### src/rtl/fabric_cfg_pkg.sv
// fabric_cfg_pkg: shared loader state encoding and per-tile configuration chain lengths
package fabric_cfg_pkg;
  typedef enum logic [2:0] {CFG_IDLE, CFG_LOAD, CFG_SHIFT, CFG_SET, CFG_DONE} cfg_state_e;
  localparam int SLICE_CFG_BITS = 544;
  localparam int CB_CFG_BITS = 128;
  localparam int SB_CFG_BITS = 224;
  localparam int CLB_CHAIN_LEN = SLICE_CFG_BITS + 2 * CB_CFG_BITS + SB_CFG_BITS;
endpackage

### src/rtl/fabric_config_loader_if.sv
// fabric_config_loader_if: valid/ready stream of configuration words
interface fabric_config_loader_if #(
  parameter int WORD_W = 32
);
  logic [WORD_W-1:0] cfg_word;
  logic cfg_valid;
  logic cfg_ready;
  modport master(output cfg_word, output cfg_valid, input cfg_ready);
  modport slave(input cfg_word, input cfg_valid, output cfg_ready);
endinterface

### src/rtl/fabric_config_loader_piso.sv
// cfg_piso: word-wide parallel-in/serial-out register that tracks how many bits of the word remain
module cfg_piso #(
  parameter int WORD_W = 32,
  parameter int LW = $clog2(WORD_W + 1)
) (
  input  logic              clk,
  input  logic              rst,
  input  logic              load,
  input  logic              shift,
  input  logic [WORD_W-1:0] din,
  input  logic [LW-1:0]     len,
  output logic              sout,
  output logic [LW-1:0]     rem
);
  logic [WORD_W-1:0] sreg;
  assign sout = sreg[0];
  // a load overrides the shift so a gapless word replaces the one just finishing
  always_ff @(posedge clk or negedge rst)
    if (!rst) begin
      sreg <= '0;
      rem <= '0;
    end else if (load) begin
      sreg <= din;
      rem <= len;
    end else if (shift && rem != '0) begin
      sreg <= sreg >> 1;
      rem <= rem - LW'(1);
    end
endmodule

### src/rtl/fabric_config_loader.sv
// fabric_config_loader: streams configuration words LSB first into a tile config chain, then pulses set
module fabric_config_loader import fabric_cfg_pkg::*; #(
  parameter int WORD_W = 32,
  parameter int CHAIN_LEN = CLB_CHAIN_LEN,
  parameter int SET_CYCLES = 1
) (
  input  logic clk,
  input  logic rst,
  input  logic start,
  input  logic abort,
  fabric_config_loader_if.slave cfg,
  output logic shift_out,
  output logic cen_out,
  output logic set_out,
  output logic busy,
  output logic done
);
  localparam int CNT_W = $clog2(CHAIN_LEN + 1);
  localparam int LW = $clog2(WORD_W + 1);
  localparam int SW = $clog2(SET_CYCLES + 1);
  cfg_state_e state, state_d;
  logic [CNT_W-1:0] bits_left, nxt_left;
  logic [SW-1:0] set_cnt;
  logic [LW-1:0] word_len, rem;
  logic sout, hs, go, last_bit, word_end;
  assign go = (state == CFG_IDLE || state == CFG_DONE) && start && !abort;
  assign last_bit = bits_left == CNT_W'(1);
  assign word_end = rem == LW'(1);
  assign nxt_left = bits_left - CNT_W'(state == CFG_SHIFT);
  assign word_len = (32'(nxt_left) < 32'(WORD_W)) ? LW'(nxt_left) : LW'(WORD_W);
  assign cfg.cfg_ready = !abort && (state == CFG_LOAD || (state == CFG_SHIFT && word_end && !last_bit));
  assign hs = cfg.cfg_ready && cfg.cfg_valid;
  cfg_piso #(.WORD_W(WORD_W)) u_piso (
    .clk  (clk),
    .rst  (rst),
    .load (hs),
    .shift(state == CFG_SHIFT),
    .din  (cfg.cfg_word),
    .len  (word_len),
    .sout (sout),
    .rem  (rem)
  );
  // next state and chain-side outputs; abort always wins
  always_comb begin
    state_d = state;
    shift_out = 1'b0;
    cen_out = 1'b0;
    set_out = 1'b0;
    busy = 1'b0;
    case (state)
      CFG_IDLE, CFG_DONE: state_d = go ? CFG_LOAD : state;
      CFG_LOAD: begin
        busy = 1'b1;
        state_d = abort ? CFG_IDLE : hs ? CFG_SHIFT : CFG_LOAD;
      end
      CFG_SHIFT: begin
        busy = 1'b1;
        cen_out = 1'b1;
        shift_out = sout;
        state_d = abort ? CFG_IDLE : last_bit ? CFG_SET : (!word_end || hs) ? CFG_SHIFT : CFG_LOAD;
      end
      CFG_SET: begin
        busy = 1'b1;
        set_out = 1'b1;
        state_d = abort ? CFG_IDLE : (set_cnt == SW'(SET_CYCLES - 1)) ? CFG_DONE : CFG_SET;
      end
      default: state_d = CFG_IDLE;
    endcase
  end
  // state, chain bit budget, set pulse width and the sticky completion flag
  always_ff @(posedge clk or negedge rst)
    if (!rst) begin
      state <= CFG_IDLE;
      bits_left <= '0;
      set_cnt <= '0;
      done <= 1'b0;
    end else begin
      state <= state_d;
      bits_left <= go ? CNT_W'(CHAIN_LEN) : nxt_left;
      set_cnt <= (state == CFG_SET) ? set_cnt + SW'(1) : '0;
      done <= (abort || go) ? 1'b0 : (state == CFG_SET && state_d == CFG_DONE) ? 1'b1 : done;
    end
endmodule

### src/flat_wrapper.sv
// flat-port wrapper written by rule: the top's interface ports become plain ports
module fabric_config_loader_flat import fabric_cfg_pkg::*;
#(
  parameter int WORD_W = 32,
  parameter int CHAIN_LEN = CLB_CHAIN_LEN,
  parameter int SET_CYCLES = 1
)
  (clk, rst, start, abort, shift_out, cen_out, set_out, busy, done, cfg_cfg_word, cfg_cfg_valid, cfg_cfg_ready);
  fabric_config_loader_if #(.WORD_W(WORD_W)) cfg_i ();
  input  logic clk;
  input  logic rst;
  input  logic start;
  input  logic abort;
  output logic shift_out;
  output logic cen_out;
  output logic set_out;
  output logic busy;
  output logic done;
  input wire logic [$bits(cfg_i.cfg_word)-1:0] cfg_cfg_word;
  input wire logic [$bits(cfg_i.cfg_valid)-1:0] cfg_cfg_valid;
  output wire logic [$bits(cfg_i.cfg_ready)-1:0] cfg_cfg_ready;
  assign cfg_i.cfg_word = cfg_cfg_word;
  assign cfg_i.cfg_valid = cfg_cfg_valid;
  assign cfg_cfg_ready = cfg_i.cfg_ready;
  fabric_config_loader #(.WORD_W(WORD_W), .CHAIN_LEN(CHAIN_LEN), .SET_CYCLES(SET_CYCLES)) u_core (.clk(clk), .rst(rst), .start(start), .abort(abort), .cfg(cfg_i), .shift_out(shift_out), .cen_out(cen_out), .set_out(set_out), .busy(busy), .done(done));
endmodule
### config.mk
export PLATFORM = sky130hd
export DESIGN_NAME = fabric_config_loader_flat
export DESIGN_NICKNAME = d
export VERILOG_FILES = /design/src/rtl/fabric_cfg_pkg.sv /design/src/rtl/fabric_config_loader_if.sv /design/src/rtl/fabric_config_loader_piso.sv /design/src/rtl/fabric_config_loader.sv /design/src/flat_wrapper.sv
export SDC_FILE = /design/constraint.sdc
export NUM_CORES = 1
export LEC_CHECK = 0
export BUFFER_PORTS_ARGS = -buffer_cell sky130_fd_sc_hd__buf_4
export CAP_MARGIN = 20
export CORE_ASPECT_RATIO = 0.5
export CORE_MARGIN = 4
export CORE_UTILIZATION = 51
export CTS_CLUSTER_DIAMETER = 100
export DETAILED_ROUTE_END_ITERATION = 16
export PLACE_DENSITY = 0.75
export SYNTH_ARGS = -nofsm -noshare
export SYNTH_HDL_FRONTEND = slang
export SYNTH_SLANG_ARGS = --single-unit
### constraint.sdc
create_clock -name clk -period 2.3 [get_ports clk]
set_clock_uncertainty 0.05 [all_clocks]
set_input_delay 0.575 -clock clk [delete_from_list [all_inputs] [get_ports clk]]
set_output_delay 0.575 -clock clk [all_outputs]
set_load 0.01 [all_outputs]
==> flow_summary_export.csv, run 1 <==
group,metric,value,unit
run_status,outcome,"finished, violations left",
run_status,violations,"setup timing",
critical_path,cp-end-kind,"flop",
sta,fmax,0.426,GHz
routing,drt_iter0_drc,93,
clocking,h-tree-depth,2,
power,swShare,36.9,%
sta,finalHoldViolCount,0,
sta,rsz0062_at_grt,"true",
grt,grt_first_pass_wirelength,10600,um
critical_path,worstPathRequired,2.50,ns
grt,grt_max_degree,55,
sta,holdWs,0.241,ns
critical_path,reg2reg_depth,9,
clocking,cts_tree,"done",
synth,ys_seq_area_share,47.5,%
sta,final.min_clock_period,2.35,ns
sta,fin_crit_sh,102,%
power,pwr_density_cell,1020,nW/um^2
run,maxCapViolations,0,
floorplanning,dieWidth,114,um
power,total_power,0.00374,W
grt,grtUsageTotal,19.4,%
critical_path,reg2reg_setup_slack,-0.05,ns
critical_path,r2r_end,"u_core.u_piso.rem[3]",
power,ir_drop,0.542,mV
synth,synthArstFlopShare,100,%
final_layout,drive_gt1_share,31.5,%
grt,grt-ovfl-total,0,
place,dp_hpwl,4160,um
routing,antenna_left,0,
critical_path,crit_fanout,4,
final_layout,final_cell_area,3660,sq um
grt,top_usage_layer,"met2",
place,dpl_cell_area,3320,sq um
synth,synth_ff_type,"dfrtp_1",
synth,ys_warn_count,0,
floorplanning,die_area,6910,sq um
floorplanning,core_region_area,5160,sq um
floorplanning,initial_core_util,55.1,%
final_layout,n_antenna_cell,0,
grt,antenna_found_initial,0,
critical_path,critPathKind,"reg2reg",
routing,wire_per_inst,15.2,um
final_layout,postLayoutCoreUtil,71.0,%
final_layout,area_growth,28.7,%
synth,synth.top_cells.by_area,"dfrtp_1 (48%), mux2i_1 (12%), o21ai_1 (6.0%)",
sta,slew_viol_final,0,
floorplanning,rows,18,
final_layout,fin_nets,387,
sta,worstMarginPinSlew,0.685,ns
synth,syn_nets,326,
grt,use_met1,24.1,%
synth,netlist_area,2840,sq um
synth,synth_top_area_cell,"dfrtp_1",
power,leakagePower,1.55,nW
synth,synth_top_area_share,47.5,%
grt,grtUsageMet3,4.18,%
synth,ys_types,48,
power,clockPowerShare,15.3,%
clocking,cts_buffers,5,
synth,ys_seq_elements,54,
power,power.internal,0.00236,W
floorplanning,die_h,60.8,um
clocking,clkTransAtPathRegs,0.11,ns
floorplanning,io_pins,43,
critical_path,worst_setup_path_start_kind,"flop",
power,p_seq_share,44.7,%
power,p_comb_share,39.9,%
place,routabilityCongestion,0.895,
clocking,cts_root_buf,"clkbuf_8",
hold_path,holdCritPathClass,"in2async",
place,io_buffers,42,
clocking,cts_max_path_buffers,2,
clocking,clock_latency,0.31,ns
routing,wirelength,6340,um
synth,postSynthCellCount,284,
sta,fin_setup_tns,-0.111,ns
routing,viasPerCell,5.47,
critical_path,r2r_start,"u_core.state[2]",
critical_path,crit_start,"u_core.state[2]",
power,p_sw,0.00138,W
grt,use_met2,34.8,%
synth,syn_area_per_cell,10.0,sq um
sta,timing.final.ws_setup,-0.0496,ns
routing,drc,0,
critical_path,worstPathArrival,2.55,ns
synth,synth_edf_count,0,
routing,vias,2276,
clocking,cts.sinks,54,
grt,grt_pass1_vias,2357,
sta,finalSetupViolCount,4,
routing,first_pass_iters,4,
sta,maxSlewHeadroom,54.3,%
-- sequential cells by signal, indices dropped and copies added, names as in the netlist --
register / cells
u_core.set_cnt: 1
u_core.bits_left: 11
u_core.done: 1
u_core.u_piso.rem: 6
u_core.state: 3
u_core.u_piso.sreg: 32
-- Yosys cell counts (all sizes together), types with 3 or more instances --
master / count
a21oi: 6
buf: 10
clkbuf: 5
dfrtp: 54
ha: 5
inv: 7
mux2i: 33
nand2: 40
nand2b: 6
nor2: 28
nor3: 3
nor4: 4
o21a: 3
o21ai: 37
o32ai: 5
xnor2: 8
-- worst max-delay path by stage --
stage                                       to  slack (ns)  cells past startpoint
after detailed placement  u_core.u_piso.rem[4]       -0.04                      9
after global routing      u_core.u_piso.rem[0]       -0.12                      8
after global placement    u_core.u_piso.rem[0]        0.10                      8
final                     u_core.u_piso.rem[3]       -0.05                      9
after floorplan           u_core.u_piso.rem[0]       -0.02                      9
after CTS                        cfg_cfg_ready       0.003                      6
-- metrics by stage --
step           setup slack [ns]  std cells
2_1_floorplan           -0.0178        284
3_3_place_gp              0.100        394
3_5_place_dp            -0.0381        394
4_1_cts                 0.00296        413
5_1_grt                  -0.124        416
6_report                -0.0496        416
-- routing by layer --
metal | wire, um | part of all wire [%] | vias up
met5 | 0 | 0 | -
met4 | 54 | 0.85 | 0
met3 | 230 | 3.6 | 6
met1 | 2850 | 45 | 1100
met2 | 3200 | 51 | 52
li1 | - | - | 1118
-- kinds of logic (layout without fill, tap and decap cells) --
family	Yosys count	after routing	synth area share, %
simple gates	97	97	17.2
compound gates	62	62	13.7
mux	34	34	12.0
flops	54	54	47.5
fa+ha+maj	5	5	2.20
xor+xnor	10	10	3.08
buf+inv	22	84	4.31
-- area by class of cell --
cell class                 count  area [sq um]
fill                         366          1500
multi-input combinational    208          1530
clock inverter                 3          28.8
clock buffer                   5          68.8
inverter                       7          26.3
timing repair buffer          69           559
sequential                    54          1360
tap                           70          87.6
-- layout by cell type (no fill, tap or decap), drive strengths merged, types with 2 or more instances in the layout --
master and instances:
buf 69, inv 8, o21ai 37, nor3b 2, nor3 3, nor4 4, ha 5, o21a 3
a31o 2, clkbuf 5, a21oi 6, nand2 40, xor2 2, xnor2 8, nand2b 6, mux2i 33
nor4b 2, o32ai 5, dfrtp 54, clkinv 2, o22ai 2, a41o 2, a21boi 2, nor2 28
-- timing repair --
| item | CTS | global route |
|---|---|---|
| hold buffers | 0 | 0 |
| buffers inserted | 11 | 3 |
| pin swaps | 7 | 7 |
| gates resized for setup | 10 | 16 |
| endpoints found under the setup margin | 7 | 7 |
-- power by group through the flow --
stage	clock (W)	combinational [W]	sequential, W
floorplan	0	0.000891	0.00158
global placement	0	0.00113	0.00164
detailed placement	0	0.00119	0.00166
CTS	0.000586	0.00136	0.00164
global route	0.000624	0.00168	0.00173
finish	0.000574	0.00150	0.00167
-- critical path, cell delays in order (launching register included) --
cell	delay [ns]
dfrtp_1	0.43
nor3b_4	0.27
ha_4	0.19
or3b_4	0.38
nor3_2	0.18
xnor2_1	0.18
nand2_2	0.13
buf_6	0.14
o32ai_2	0.19
o21a_1	0.14
Note: power is estimated with default switching activity, not from simulation.
==> run 2: changes to the inputs <==
Settings changed: RECOVER_POWER from default to 25.
==> run 2 against run 1 <==
The run still ends with setup timing left. Sequential power about the same. Final area barely moved. Non-clock buffer count did not move. Sequential share of layout area is essentially flat. Global-route usage is the same.
==> flow_summary_export.csv, run 2 (synthesized netlist as in run 1, its figures left out) <==
group,metric,value,unit
run_status,outcome,"finished, violations left",
run_status,violations,"setup timing",
floorplanning,die_area,6910,sq um
critical_path,worst_setup_path_start_kind,"flop",
power,leakagePower,1.55,nW
routing,wirelength,6340,um
routing,antenna_left,0,
floorplanning,die_h,60.8,um
place,dpl_cell_area,3320,sq um
clocking,h-tree-depth,2,
place,place_inst,394,
grt,grt_max_degree,55,
routing,first_pass_iters,4,
routing,drt_iter0_drc,93,
place,dp_hpwl,4160,um
clocking,cts.sinks,54,
final_layout,fillers,365,
critical_path,crit_fanout,4,
critical_path,cp-end-kind,"flop",
grt,antenna_found_initial,0,
sta,finalSetupViolCount,4,
clocking,cts_max_path_buffers,2,
final_layout,final_cell_area,3660,sq um
critical_path,worstPathArrival,2.55,ns
final_layout,multi_input_area,1530,sq um
place,io_buffers,42,
grt,grt-ovfl-total,0,
final_layout,layout_common_cells,"buf_4 (64), dfrtp_1 (50), nand2_1 (37)",
clocking,cts_root_buf,"clkbuf_8",
final_layout,seqCellArea,1360,sq um
place,routabilityCongestion,0.895,
place,place_ws,-0.0381,ns
clocking,clkTransAtPathRegs,0.11,ns
critical_path,critPathKind,"reg2reg",
sta,fin_crit_sh,102,%
final_layout,area_growth,28.6,%
final_layout,final_common_cell,"buf_4",
clocking,cts_buffers,5,
grt,grtUsageTotal,19.4,%
final_layout,top_regs,"u_core.u_piso.sreg x32, u_core.bits_left x11, u_core.u_piso.rem x6",
run,maxCapViolations,0,
floorplanning,initial_core_util,55.1,%
routing,viasPerCell,5.47,
routing,wire_per_inst,15.2,um
critical_path,crit_start,"u_core.state[2]",
critical_path,r2r_start,"u_core.state[2]",
floorplanning,io_pins,43,
clocking,clock_latency,0.31,ns
sta,maxSlewHeadroom,10.5,%
routing,drc,0,
final_layout,largest_reg_flops,32,
hold_path,hold_start,"abort",
sta,fmax,0.426,GHz
grt,grt_pass1_vias,2357,
power,ir_drop,0.540,mV
sta,final.min_clock_period,2.35,ns
routing,vias,2277,
final_layout,n_antenna_cell,0,
power,total_power,0.00374,W
sta,timing.final.ws_setup,-0.0495,ns
final_layout,fin_nets,387,
critical_path,worstPathRequired,2.50,ns
clocking,cts_hold_buf,0,
floorplanning,dieWidth,114,um
grt,grt_first_pass_wirelength,10600,um
sta,finalHoldViolCount,0,
power,pwr_density_cell,1020,nW/um^2
final_layout,drive_gt1_share,31.5,%
sta,worstMarginPinSlew,1.34,ns
hold_path,holdCritPathClass,"in2reg",
final_layout,top_register,"u_core.u_piso.sreg",
final_layout,fin_cells,416,
sta,rsz0062_at_grt,"true",
clocking,cts_tree,"done",
sta,slew_viol_final,0,
floorplanning,core_region_area,5160,sq um
floorplanning,rows,18,
run 2: metal layers:
metal | vias up | track usage (%) | share of wire, %
li1 | 1118 | - | -
met1 | 1099 | 24.1 | 45
met2 | 54 | 34.8 | 50
met3 | 6 | 4.18 | 3.7
met4 | 0 | 6.16 | 0.85
met5 | - | 0 | 0
run 2: final timing paths:
path	end	slack, ns	depth (start not counted)
min reg2reg	u_core.set_cnt	0.48	1
max reg2reg	u_core.u_piso.rem[3]	-0.05	9
max	u_core.u_piso.rem[3]	-0.05	9
max in group asynchronous	u_core.u_piso.rem[2]	0.80	1
min	u_core.state[0]	0.41	2
min in group asynchronous	u_core.bits_left[2]	0.50	1
run 2: through the flow:
| stage | hold slack [ns] | utilization (%) | setup TNS [ns] |
|---|---|---|---|
| after floorplan | 0.229 | - | -0.0726 |
| after global placement | 0.438 | 64.3 | 0 |
| after detailed placement | 0.454 | 64.3 | -0.0715 |
| after CTS | 0.265 | 68.7 | 0 |
| after global routing | 0.395 | 70.9 | -0.677 |
| final | 0.409 | 70.9 | -0.111 |
run 2: layout make-up:
| class | count | share of cell area (%) |
|---|---|---|
| Inverter | 7 | 0.718 |
| Clock inverter | 3 | 0.787 |
| Clock buffer | 5 | 1.88 |
| Multi-Input combinational cell | 208 | 41.9 |
| Tap cell | 70 | 2.39 |
| Timing Repair Buffer | 69 | 15.2 |
| Sequential cell | 54 | 37.1 |
run 2: what timing repair did:
item | in CTS | in global routing
setup endpoints to repair | 7 | 7
buffers inserted | 11 | 3
pin swaps | 7 | 7
resized for setup | 10 | 16
hold endpoints to repair | 0 | 0
run 2: worst max-delay path: stages (launching register included):
cell and delay (ns):
dfrtp_1 0.43, nor3b_4 0.27, ha_4 0.19, or3b_4 0.38, nor3_2 0.18, xnor2_1 0.18
nand2_2 0.13, buf_6 0.14, o32ai_2 0.19, o21a_1 0.14
run 2: report_power, final:
part           leakage [nW]  internal, W  total (W)  switching [W]
sequential            0.671      0.00135    0.00167       0.000327
clock                0.0502     0.000227   0.000574       0.000348
combinational         0.832     0.000787    0.00149       0.000708
total                  1.55      0.00236    0.00374        0.00138
